[src/rtl/bus_cycle_arbiter_pkg.sv]
// bus_cycle_pkg: FSM state encoding and timeout constant shared by bus_cycle_arbiter
package bus_cycle_pkg;
  typedef enum logic [5:0] {
    IDLE = 6'b000001,
    T1   = 6'b000010,
    T2   = 6'b000100,
    T3   = 6'b001000,
    TW   = 6'b010000,
    T4   = 6'b100000
  } state_t;
  localparam int TIMEOUT_CYCLES = 15;
endpackage

[src/rtl/bus_cycle_arbiter_if.sv]
// bus_cycle_arbiter_if: requester handshake plus memory/IO slave bus of bus_cycle_arbiter
interface bus_cycle_arbiter_if #(
  parameter int ADDR_WIDTH = 10,
  parameter int DATA_WIDTH = 8
);
  logic [1:0]            REQ, REQ_WE, REQ_IO, GNT, DONE;
  logic [ADDR_WIDTH-1:0] REQ_ADDR0, REQ_ADDR1, ADDR;
  logic [DATA_WIDTH-1:0] REQ_WDATA0, REQ_WDATA1, RDATA, AD_OUT, BUS_DATA;
  logic                  ALE, RD_N, WR_N, IOM, AD_OE, READY, ERR;
  modport master (
    input  REQ, REQ_WE, REQ_IO, REQ_ADDR0, REQ_ADDR1, REQ_WDATA0, REQ_WDATA1, BUS_DATA, READY,
    output GNT, DONE, RDATA, ALE, RD_N, WR_N, IOM, ADDR, AD_OUT, AD_OE, ERR
  );
  modport slave (
    output REQ, REQ_WE, REQ_IO, REQ_ADDR0, REQ_ADDR1, REQ_WDATA0, REQ_WDATA1, BUS_DATA, READY,
    input  GNT, DONE, RDATA, ALE, RD_N, WR_N, IOM, ADDR, AD_OUT, AD_OE, ERR
  );
endinterface

[src/rtl/bus_cycle_arbiter_rr.sv]
// rr_arbiter2: two-way pick; on a tie the requester not served last wins
module rr_arbiter2 (
  input  logic       clk,
  input  logic       rst,
  input  logic [1:0] req_i,
  input  logic       update_i,
  output logic [1:0] gnt_o
);
  logic last_q;
  always_comb gnt_o = &req_i ? (last_q ? 2'b01 : 2'b10) : req_i;
  // reset to 1 so requester 0 takes the first tie
  always_ff @(posedge clk) last_q <= rst ? 1'b1 : update_i ? gnt_o[1] : last_q;
endmodule

[src/rtl/bus_cycle_arbiter.sv]
// bus_cycle_arbiter: two-requester T1..T4 bus cycle engine with ALE/RD_N/WR_N strobes.
// Define BUS_TIMEOUT_EN to end wait states after TIMEOUT_CYCLES TW cycles with an ERR pulse.
module bus_cycle_arbiter
  import bus_cycle_pkg::*;
#(
  parameter int ADDR_WIDTH = 10,
  parameter int DATA_WIDTH = 8
) (
  input logic CLK,
  input logic RESET,
  bus_cycle_arbiter_if.master bus
);
  state_t                state_q, state_d;
  logic [1:0]            gnt_q, done_q, req_eff, win;
  logic [ADDR_WIDTH-1:0] addr_q;
  logic [DATA_WIDTH-1:0] wdata_q, rdata_q;
  logic                  we_q, io_q, ale_q, rd_n_q, wr_n_q, ad_oe_q;
  logic                  arb, go, data_ph, rdy_end, to_hit, leave, strobe_d;
  // the owner finishing in T4 is masked so the other side gets the next cycle
  assign arb     = state_q == IDLE || state_q == T4;
  assign req_eff = bus.REQ & ~(state_q == T4 ? gnt_q : 2'b00);
  assign go      = arb && |req_eff;
  assign data_ph = state_q == T3 || state_q == TW;
  assign rdy_end = data_ph && bus.READY;
  assign leave   = rdy_end || to_hit;
  always_comb begin
    state_d  = go ? T1 : arb ? IDLE : state_q == T1 ? T2 : state_q == T2 ? T3 : data_ph ? (leave ? T4 : TW) : IDLE;
    strobe_d = state_d inside {T2, T3, TW};
  end
  rr_arbiter2 u_rr (.clk(CLK), .rst(RESET), .req_i(req_eff), .update_i(go), .gnt_o(win));
`ifdef BUS_TIMEOUT_EN
  logic [3:0] tw_cnt_q;
  logic       err_q;
  assign to_hit = state_q == TW && tw_cnt_q == 4'(TIMEOUT_CYCLES - 1);
  always_ff @(posedge CLK) begin
    tw_cnt_q <= (RESET || state_q != TW) ? 4'd0 : tw_cnt_q + 4'd1;
    err_q    <= !RESET && to_hit;
  end
  assign bus.ERR = err_q;
`else
  assign to_hit  = 1'b0;
  assign bus.ERR = 1'b0;
`endif
  always_ff @(posedge CLK) begin
    if (RESET) begin
      state_q <= IDLE;
      gnt_q   <= '0;
      done_q  <= '0;
      rdata_q <= '0;
      addr_q  <= '0;
      wdata_q <= '0;
      we_q    <= 1'b0;
      io_q    <= 1'b0;
      ale_q   <= 1'b0;
      rd_n_q  <= 1'b1;
      wr_n_q  <= 1'b1;
      ad_oe_q <= 1'b0;
    end else begin
      state_q <= state_d;
      gnt_q   <= go ? win : state_d == IDLE ? 2'b00 : gnt_q;
      if (go) begin
        we_q    <= bus.REQ_WE[win[1]];
        io_q    <= bus.REQ_IO[win[1]];
        addr_q  <= win[1] ? bus.REQ_ADDR1 : bus.REQ_ADDR0;
        wdata_q <= win[1] ? bus.REQ_WDATA1 : bus.REQ_WDATA0;
      end
      ale_q   <= state_d == T1;
      rd_n_q  <= !(strobe_d && !we_q);
      wr_n_q  <= !(strobe_d && we_q);
      ad_oe_q <= we_q && !(state_d inside {IDLE, T1});
      done_q  <= state_d == T4 ? gnt_q : 2'b00;
      rdata_q <= to_hit ? '1 : (rdy_end && !we_q) ? bus.BUS_DATA : rdata_q;
    end
  end
  assign bus.GNT    = gnt_q;
  assign bus.DONE   = done_q;
  assign bus.RDATA  = rdata_q;
  assign bus.ALE    = ale_q;
  assign bus.RD_N   = rd_n_q;
  assign bus.WR_N   = wr_n_q;
  assign bus.IOM    = io_q;
  assign bus.ADDR   = addr_q;
  assign bus.AD_OUT = wdata_q;
  assign bus.AD_OE  = ad_oe_q;
endmodule

[src/flat_wrapper.sv]
// flat-port wrapper written by rule: the top's interface ports become plain ports
module bus_cycle_arbiter_flat import bus_cycle_pkg::*;
#(
  parameter int ADDR_WIDTH = 10,
  parameter int DATA_WIDTH = 8
)
  (CLK, RESET, bus_REQ, bus_REQ_WE, bus_REQ_IO, bus_REQ_ADDR0, bus_REQ_ADDR1, bus_REQ_WDATA0, bus_REQ_WDATA1, bus_BUS_DATA, bus_READY, bus_GNT, bus_DONE, bus_RDATA, bus_ALE, bus_RD_N, bus_WR_N, bus_IOM, bus_ADDR, bus_AD_OUT, bus_AD_OE, bus_ERR);
  bus_cycle_arbiter_if #(.ADDR_WIDTH(ADDR_WIDTH), .DATA_WIDTH(DATA_WIDTH)) bus_i ();
  input logic CLK;
  input logic RESET;
  input wire logic [$bits(bus_i.REQ)-1:0] bus_REQ;
  input wire logic [$bits(bus_i.REQ_WE)-1:0] bus_REQ_WE;
  input wire logic [$bits(bus_i.REQ_IO)-1:0] bus_REQ_IO;
  input wire logic [$bits(bus_i.REQ_ADDR0)-1:0] bus_REQ_ADDR0;
  input wire logic [$bits(bus_i.REQ_ADDR1)-1:0] bus_REQ_ADDR1;
  input wire logic [$bits(bus_i.REQ_WDATA0)-1:0] bus_REQ_WDATA0;
  input wire logic [$bits(bus_i.REQ_WDATA1)-1:0] bus_REQ_WDATA1;
  input wire logic [$bits(bus_i.BUS_DATA)-1:0] bus_BUS_DATA;
  input wire logic [$bits(bus_i.READY)-1:0] bus_READY;
  output wire logic [$bits(bus_i.GNT)-1:0] bus_GNT;
  output wire logic [$bits(bus_i.DONE)-1:0] bus_DONE;
  output wire logic [$bits(bus_i.RDATA)-1:0] bus_RDATA;
  output wire logic [$bits(bus_i.ALE)-1:0] bus_ALE;
  output wire logic [$bits(bus_i.RD_N)-1:0] bus_RD_N;
  output wire logic [$bits(bus_i.WR_N)-1:0] bus_WR_N;
  output wire logic [$bits(bus_i.IOM)-1:0] bus_IOM;
  output wire logic [$bits(bus_i.ADDR)-1:0] bus_ADDR;
  output wire logic [$bits(bus_i.AD_OUT)-1:0] bus_AD_OUT;
  output wire logic [$bits(bus_i.AD_OE)-1:0] bus_AD_OE;
  output wire logic [$bits(bus_i.ERR)-1:0] bus_ERR;
  assign bus_i.REQ = bus_REQ;
  assign bus_i.REQ_WE = bus_REQ_WE;
  assign bus_i.REQ_IO = bus_REQ_IO;
  assign bus_i.REQ_ADDR0 = bus_REQ_ADDR0;
  assign bus_i.REQ_ADDR1 = bus_REQ_ADDR1;
  assign bus_i.REQ_WDATA0 = bus_REQ_WDATA0;
  assign bus_i.REQ_WDATA1 = bus_REQ_WDATA1;
  assign bus_i.BUS_DATA = bus_BUS_DATA;
  assign bus_i.READY = bus_READY;
  assign bus_GNT = bus_i.GNT;
  assign bus_DONE = bus_i.DONE;
  assign bus_RDATA = bus_i.RDATA;
  assign bus_ALE = bus_i.ALE;
  assign bus_RD_N = bus_i.RD_N;
  assign bus_WR_N = bus_i.WR_N;
  assign bus_IOM = bus_i.IOM;
  assign bus_ADDR = bus_i.ADDR;
  assign bus_AD_OUT = bus_i.AD_OUT;
  assign bus_AD_OE = bus_i.AD_OE;
  assign bus_ERR = bus_i.ERR;
  bus_cycle_arbiter #(.ADDR_WIDTH(ADDR_WIDTH), .DATA_WIDTH(DATA_WIDTH)) u_core (.CLK(CLK), .RESET(RESET), .bus(bus_i));
endmodule
[config.mk]
export PLATFORM = sky130hd
export DESIGN_NAME = bus_cycle_arbiter_flat
export DESIGN_NICKNAME = d
export VERILOG_FILES = /design/src/rtl/bus_cycle_arbiter_pkg.sv /design/src/rtl/bus_cycle_arbiter_if.sv /design/src/rtl/bus_cycle_arbiter_rr.sv /design/src/rtl/bus_cycle_arbiter.sv /design/src/flat_wrapper.sv
export SDC_FILE = /design/constraint.sdc
export NUM_CORES = 1
export LEC_CHECK = 0
export BUFFER_PORTS_ARGS = -buffer_cell sky130_fd_sc_hd__buf_2
export CAP_MARGIN = 10
export CORE_MARGIN = 10
export CORE_UTILIZATION = 39
export DETAILED_ROUTE_END_ITERATION = 7
export PLACE_DENSITY = 0.69
export SKIP_CTS_REPAIR_TIMING = 1
export SYNTH_ARGS = -nofsm -noshare
export SYNTH_HDL_FRONTEND = slang
export SYNTH_SLANG_ARGS = --single-unit
[constraint.sdc]
create_clock -name CLK -period 2.6 [get_ports CLK]
set_input_delay 0.78 -clock CLK [delete_from_list [all_inputs] [get_ports CLK]]
set_output_delay 0.78 -clock CLK [all_outputs]
set_load 0.02 [all_outputs]
==> flow_summary.toml, run 1 <==
[placed_design]
dp.cells = 333
place_area_mm2 = 0.00231
gp_congestion = 0.708
io_buffer_count = 87
dp_hpwl_um = 3810

[grt]
overflow = 0
grt_first_pass_wirelength_um = 7980
antenna_found_initial = 0
grt_use_total_pct = 12.8
grt_max_degree = 29
grt_pass1_vias = 1769

[setup_path]
startpoint = "u_core.state_q[2]$_SDFF_PP0_"
cp.arrival_ns = 2.39
slowest_stage = "o41ai_1"
critPathMaxFanout = 16
cp-endpoint = "u_core.u_rr.last_q$_SDFFE_PP1P_"
worstSetupPathType = "register to register"
r2r_slack_ns = 0.40
startpoint_type = "register"
crit_required_ns = 2.79
worst-r2r-cell-count = 5
max_stage_delay_ns = 0.54
r2r_end = "u_core.u_rr.last_q$_SDFFE_PP1P_"
crit_chain = "or3_4 > o41ai_1 > a21boi_4 > or2_2 > a21o_1"
worst_setup_path_end_kind = "register"
r2r-start = "u_core.state_q[2]$_SDFF_PP0_"

[timing]
maxSlewViolCount = 0
max-slew-margin-rel_pct = 63.0
finalClockSkew_ns = 0.00783
setup_tns_ns = 0
min_period_ns = 2.20
hold_viol_final = 0
rsz0062_at_grt = "no"
tightest_slew_ns = 0.547
timing.final.crit_share_pct = 84.6
setup_viol = 0
fmax_mhz = 455

[synthesis]
synthSimpleGateAreaFrac_pct = 23.7
synth_top_family_by_area = "simple AND/OR/NAND/NOR gates"
ys_seq_area_share_pct = 47.0
synth_edf_count = 0
synthMuxAreaShare_pct = 4.37
dominantRegCellSynth = "dfxtp_1"
synth_nets = 258
yosysUniqueCellTypes = 33
netlist.area_leader.share_pct = 47.0
yosys_warnings = 0
synth_adder_area_share_pct = 0
synth_area_leaders = "dfxtp_1 (47%), nand2_1 (9.0%), nor2_1 (6.3%), a311oi_1 (6.2%), a311oi_2 (5.7%)"
ys_seq_elements = 43
synth_compound_area_share_pct = 18.2
synth_top_area_cell = "dfxtp_1"
ys_async_sr_fraction_pct = 0
synth_xor_area_share_pct = 1.43
syn-cell-area_mm2 = 0.00183
avgSynthCellArea_um2 = 8.94
synth_cells = 205

[cells_and_area]
layout_common_cells = "buf_2 (87), nand2_1 (44), dfxtp_1 (43), nor2_1 (31), a311oi_1 (13)"
synthToLayoutAreaGrowth_pct = 31.6
fin_cells = 341
drive_above_1_share_pct = 39.1
mostFrequentLayoutCell = "buf_2"
nets = 341
design_area_mm2 = 0.00241
num_antenna_cells = 0

[detailed_routing]
drc = 0
drtPass1Iterations = 4
dr.first_iter.drc_count = 42
vias_per_cell = 4.96
wl_um = 4890
ant_nets = 0
routed-via-count = 1691
detail_route.wl_per_cell_um = 14.3

[clock_network]
clock_path_buffers = 2
clk_pin_slew_ns = 0.08
numCtsBuffers = 5
clkSinkCount = 43
h-tree-depth = 2
cts_tree = "done"
clock_latency_ns = 0.29
cts_root_buf = "clkbuf_8"

[status]
outcome = "completed"

[die]
die_h_um = 88.6
num_rows = 24
io_pins = 89
core_mm2 = 0.00444
die_w_um = 88.6
start_util_pct = 41.2
dieArea_mm2 = 0.00784

[power_and_ir_drop]
ir_drop_uv = 319
p_per_area_mw_per_mm2 = 658
p_leak_uw = 0.00119

[min_path]
hp-start = "u_core.we_q$_SDFFE_PP0P_"
hp-class = "register to register"

[run]
cap_violations = 0
-- cells in the mapped netlist (3+ instances only) --
master,n
nor3_1,3
inv_1,4
a311oi_1,13
nand2_1,44
o21ai_0,4
buf_2,6
mux2i_1,8
buf_4,3
nor2_1,31
dfxtp_1,43
nor4_1,4
nand3_1,4
a311oi_2,7
clkbuf_1,7
-- routing by layer --
metal | up-vias | GRT usage (%) | share of wire [%]
li1 | 881 | - | -
met3 | 7 | 5.61 | 8.5
met4 | 0 | 4.85 | 1.4
met5 | - | 0 | 0
met2 | 54 | 22.1 | 49
met1 | 749 | 13.4 | 41
-- area by class of cell --
cell class / count / area, um2
repair buffers: 92 / 485
multi-input cells: 142 / 886
fillers: 408 / 2030
inverters: 4 / 15.0
clock buffers: 8 / 100
flip-flops and latches: 43 / 861
well taps: 52 / 65.1
-- critical path, delay by kind of cell, from the launching register on --
family | cells | cell delay (ns)
and+or+nand+nor | 2 | 0.76
AOI/OAI and AO/OA | 3 | 0.97
DFF | 1 | 0.37
-- sequential cells by signal, summed over array words and instances, names as in the netlist, 2 cells and up --
register / cells
u_core.bus.ADDR: 10
u_core.bus.AD_OUT: 8
u_core.bus.DONE: 2
u_core.bus.GNT: 2
u_core.bus.RDATA: 8
u_core.state_q: 6
-- how the worst min path moves through the flow --
stage                            endpoint  cells past startpoint
2_1_floorplan  u_core.bus.WR_N$_SDFF_PP1_                      1
3_3_place_gp   u_core.bus.WR_N$_SDFF_PP1_                      1
3_5_place_dp   u_core.bus.WR_N$_SDFF_PP1_                      1
4_1_cts        u_core.bus.WR_N$_SDFF_PP1_                      1
5_1_grt        u_core.bus.WR_N$_SDFF_PP1_                      1
6_report       u_core.bus.WR_N$_SDFF_PP1_                      1
-- power by group --
part	internal [uW]	switching (uW)	total, uW
Clock	242	213	455
Combinational	153	222	375
Sequential	716	40.0	756
Total	1110	475	1590
-- cell families (layout without fill, tap and decap cells) --
family | after synthesis | in the layout
XOR/XNOR | 3 | 3
multiplexers | 8 | 8
buffers and inverters | 20 | 104
flip-flops | 43 | 43
other | 1 | 1
AO/OA/AOI/OAI | 33 | 33
AND/OR/NAND/NOR | 97 | 97
-- per-stage QoR --
stage | total power [uW] | hold WS [ns] | worst slack [ns] | utilization (%)
after floorplan | 1020 | 0.393 | 0.751 | -
after global placement | 1150 | 0.426 | 0.461 | 52.0
after detailed placement | 1150 | 0.433 | 0.382 | 52.0
after CTS | 1610 | 0.456 | 0.388 | 54.3
after global routing | 1680 | 0.491 | 0.181 | 54.3
final | 1590 | 0.456 | 0.401 | 54.3
No activity file was read; power rests on OpenSTA's default activity.
==> run 2, diff against run 1 <==
--- a/config.mk
+++ b/config.mk
@@ -10,7 +10,7 @@
 export CORE_MARGIN = 10
 export CORE_UTILIZATION = 39
 export DETAILED_ROUTE_END_ITERATION = 7
-export PLACE_DENSITY = 0.69
+export PLACE_DENSITY = 0.72
 export SKIP_CTS_REPAIR_TIMING = 1
 export SYNTH_ARGS = -nofsm -noshare
 export SYNTH_HDL_FRONTEND = slang
==> constraint.sdc (replaced) <==
create_clock -name CLK -period 2.01 [get_ports CLK]
set_input_delay 0.603 -clock CLK [delete_from_list [all_inputs] [get_ports CLK]]
set_output_delay 0.603 -clock CLK [all_outputs]
set_load 0.02 [all_outputs]
==> run 2 against run 1 <==
Compared with the run above:
- worst hold slack got worse by 0.018 ns
- sequential cell count stayed put
- wire length is 3.4% higher
==> flow_summary.toml, run 2 (synthesis results as in run 1) <==
[status]
outcome = "completed"

[cells_and_area]
largest_reg_flops = 10
mostFrequentLayoutCell = "buf_2"
nets = 352
drive_above_1_share_pct = 42.0
num_antenna_cells = 0
layout_common_cells = "buf_2 (87), nand2_1 (44), dfxtp_1 (43), nor2_1 (31), buf_4 (13)"
fillCellCount = 425
fin_cells = 352
synthToLayoutAreaGrowth_pct = 37.8

[placed_design]
gp_congestion = 0.742
dp_hpwl_um = 3920
dp.cells = 342
io_buffer_count = 87

[detailed_routing]
drc = 0
detail_route.wl_per_cell_um = 14.4
routed-via-count = 1696
dr.first_iter.drc_count = 74
vias_per_cell = 4.82
drtPass1Iterations = 4
wl_um = 5050
ant_nets = 0

[timing]
min_period_ns = 1.93
setup_tns_ns = 0
setup_viol = 0
rsz0062_at_grt = "no"
hold_viol_final = 0
fmax_mhz = 518
maxSlewViolCount = 0
timing.final.crit_share_pct = 96.0
finalClockSkew_ns = 0.00439

[die]
die_h_um = 88.6
die_w_um = 88.6
io_pins = 89
core_mm2 = 0.00444
dieArea_mm2 = 0.00784
num_rows = 24
start_util_pct = 41.2

[setup_path]
r2r-start = "u_core.state_q[2]$_SDFF_PP0_"
crit_required_ns = 2.22
r2r_end = "u_core.bus.AD_OUT[6]$_SDFFE_PP0P_"
worst-r2r-cell-count = 6
startpoint_type = "register"
critPathMaxFanout = 6
cp.arrival_ns = 2.14
r2r_slack_ns = 0.08
worstSetupPathType = "register to register"
worst_setup_path_end_kind = "register"

[min_path]
min_to = "u_core.bus.WR_N$_SDFF_PP1_"
worstHoldPathCells = 1
hp-class = "register to register"
hp-start = "u_core.we_q$_SDFFE_PP0P_"

[power_and_ir_drop]
p_leak_uw = 0.00125
p_per_area_mw_per_mm2 = 864
ir_drop_uv = 534

[grt]
grt_use_total_pct = 13.0
antenna_found_initial = 0
grt_pass1_vias = 1753
overflow = 0
grt_max_degree = 25
grt_first_pass_wirelength_um = 8090

[run]
cap_violations = 0

[clock_network]
clkSinkCount = 43
cts_tree = "done"
h-tree-depth = 2
clock_latency_ns = 0.29
clk_pin_slew_ns = 0.08
cts_root_buf = "clkbuf_8"
clock_path_buffers = 2
numCtsBuffers = 5
[run 2: changes by cell type in the layout (fill, tap and decap cells not counted)]
cell and delta:
buf_4 +9, a311oi_2 +1, clkinv_2 +1, clkbuf_8 -1
a311oi_1 -1, buf_6 +2, clkbuf_1 -1, bufinv_16 +1
[run 2: through the flow]
| stage | total power (uW) | worst slack, ns | hold WS (ns) | instance area [um2] | utilization [%] |
|---|---|---|---|---|---|
| after floorplan | 1320 | 0.161 | 0.393 | 1830 | - |
| after global placement | 1510 | 0.108 | 0.429 | 2380 | 53.5 |
| after detailed placement | 1510 | 0.0432 | 0.427 | 2380 | 53.5 |
| after CTS | 2200 | 0.00798 | 0.445 | 2500 | 56.2 |
| after global routing | 2310 | 0.00759 | 0.478 | 2530 | 56.8 |
| final | 2180 | 0.0812 | 0.437 | 2530 | 56.8 |
[run 2: report_power, final]
part / total [uW] / switching, uW / internal, uW
clock network: 686 / 284 / 402
logic: 523 / 300 / 223
registers: 975 / 48.7 / 926
total: 2180 / 632 / 1550
[run 2: area by class of cell]
class	count	area, um2	share of cell area (%)
Clock buffer	6	82.6	3.27
Clock inverter	2	35.0	1.39
Inverter	4	15.0	0.594
Multi-Input combinational cell	142	892	35.3
Sequential cell	43	861	34.1
Tap cell	52	65.1	2.58
Timing Repair Buffer	103	576	22.8
[run 2: layer usage]
metal / up-vias / part of all wire, % / track usage, %
met2: 57 / 47 / 21.2
li1: 897 / - / -
met4: 0 / 1.3 / 4.41
met5: - / 0 / 0
met3: 5 / 8.0 / 5.42
met1: 737 / 44 / 15.1
[run 2: critical path, stage by stage, from the launching register on]
cell and delay [ns]:
dfxtp_1 0.32, or3_4 0.43, o41a_1 0.36, a21oi_2 0.24, buf_4 0.19, nand2_1 0.07
a311oi_2 0.24
[run 2: how the worst max path moves through the flow]
stage                            startpoint                                 to  slack [ns]  cells after the start
3_3_place_gp   u_core.state_q[4]$_SDFF_PP0_  u_core.bus.AD_OUT[1]$_SDFFE_PP0P_        0.11                      6
6_report       u_core.state_q[2]$_SDFF_PP0_  u_core.bus.AD_OUT[6]$_SDFFE_PP0P_        0.08                      6
4_1_cts        u_core.state_q[4]$_SDFF_PP0_    u_core.bus.ADDR[2]$_SDFFE_PP0P_       0.008                      6
2_1_floorplan  u_core.state_q[4]$_SDFF_PP0_    u_core.bus.ADDR[7]$_SDFFE_PP0P_        0.16                      6
5_1_grt        u_core.state_q[2]$_SDFF_PP0_  u_core.bus.AD_OUT[6]$_SDFFE_PP0P_       0.008                      6
3_5_place_dp   u_core.state_q[4]$_SDFF_PP0_    u_core.bus.ADDR[2]$_SDFFE_PP0P_        0.04                      6
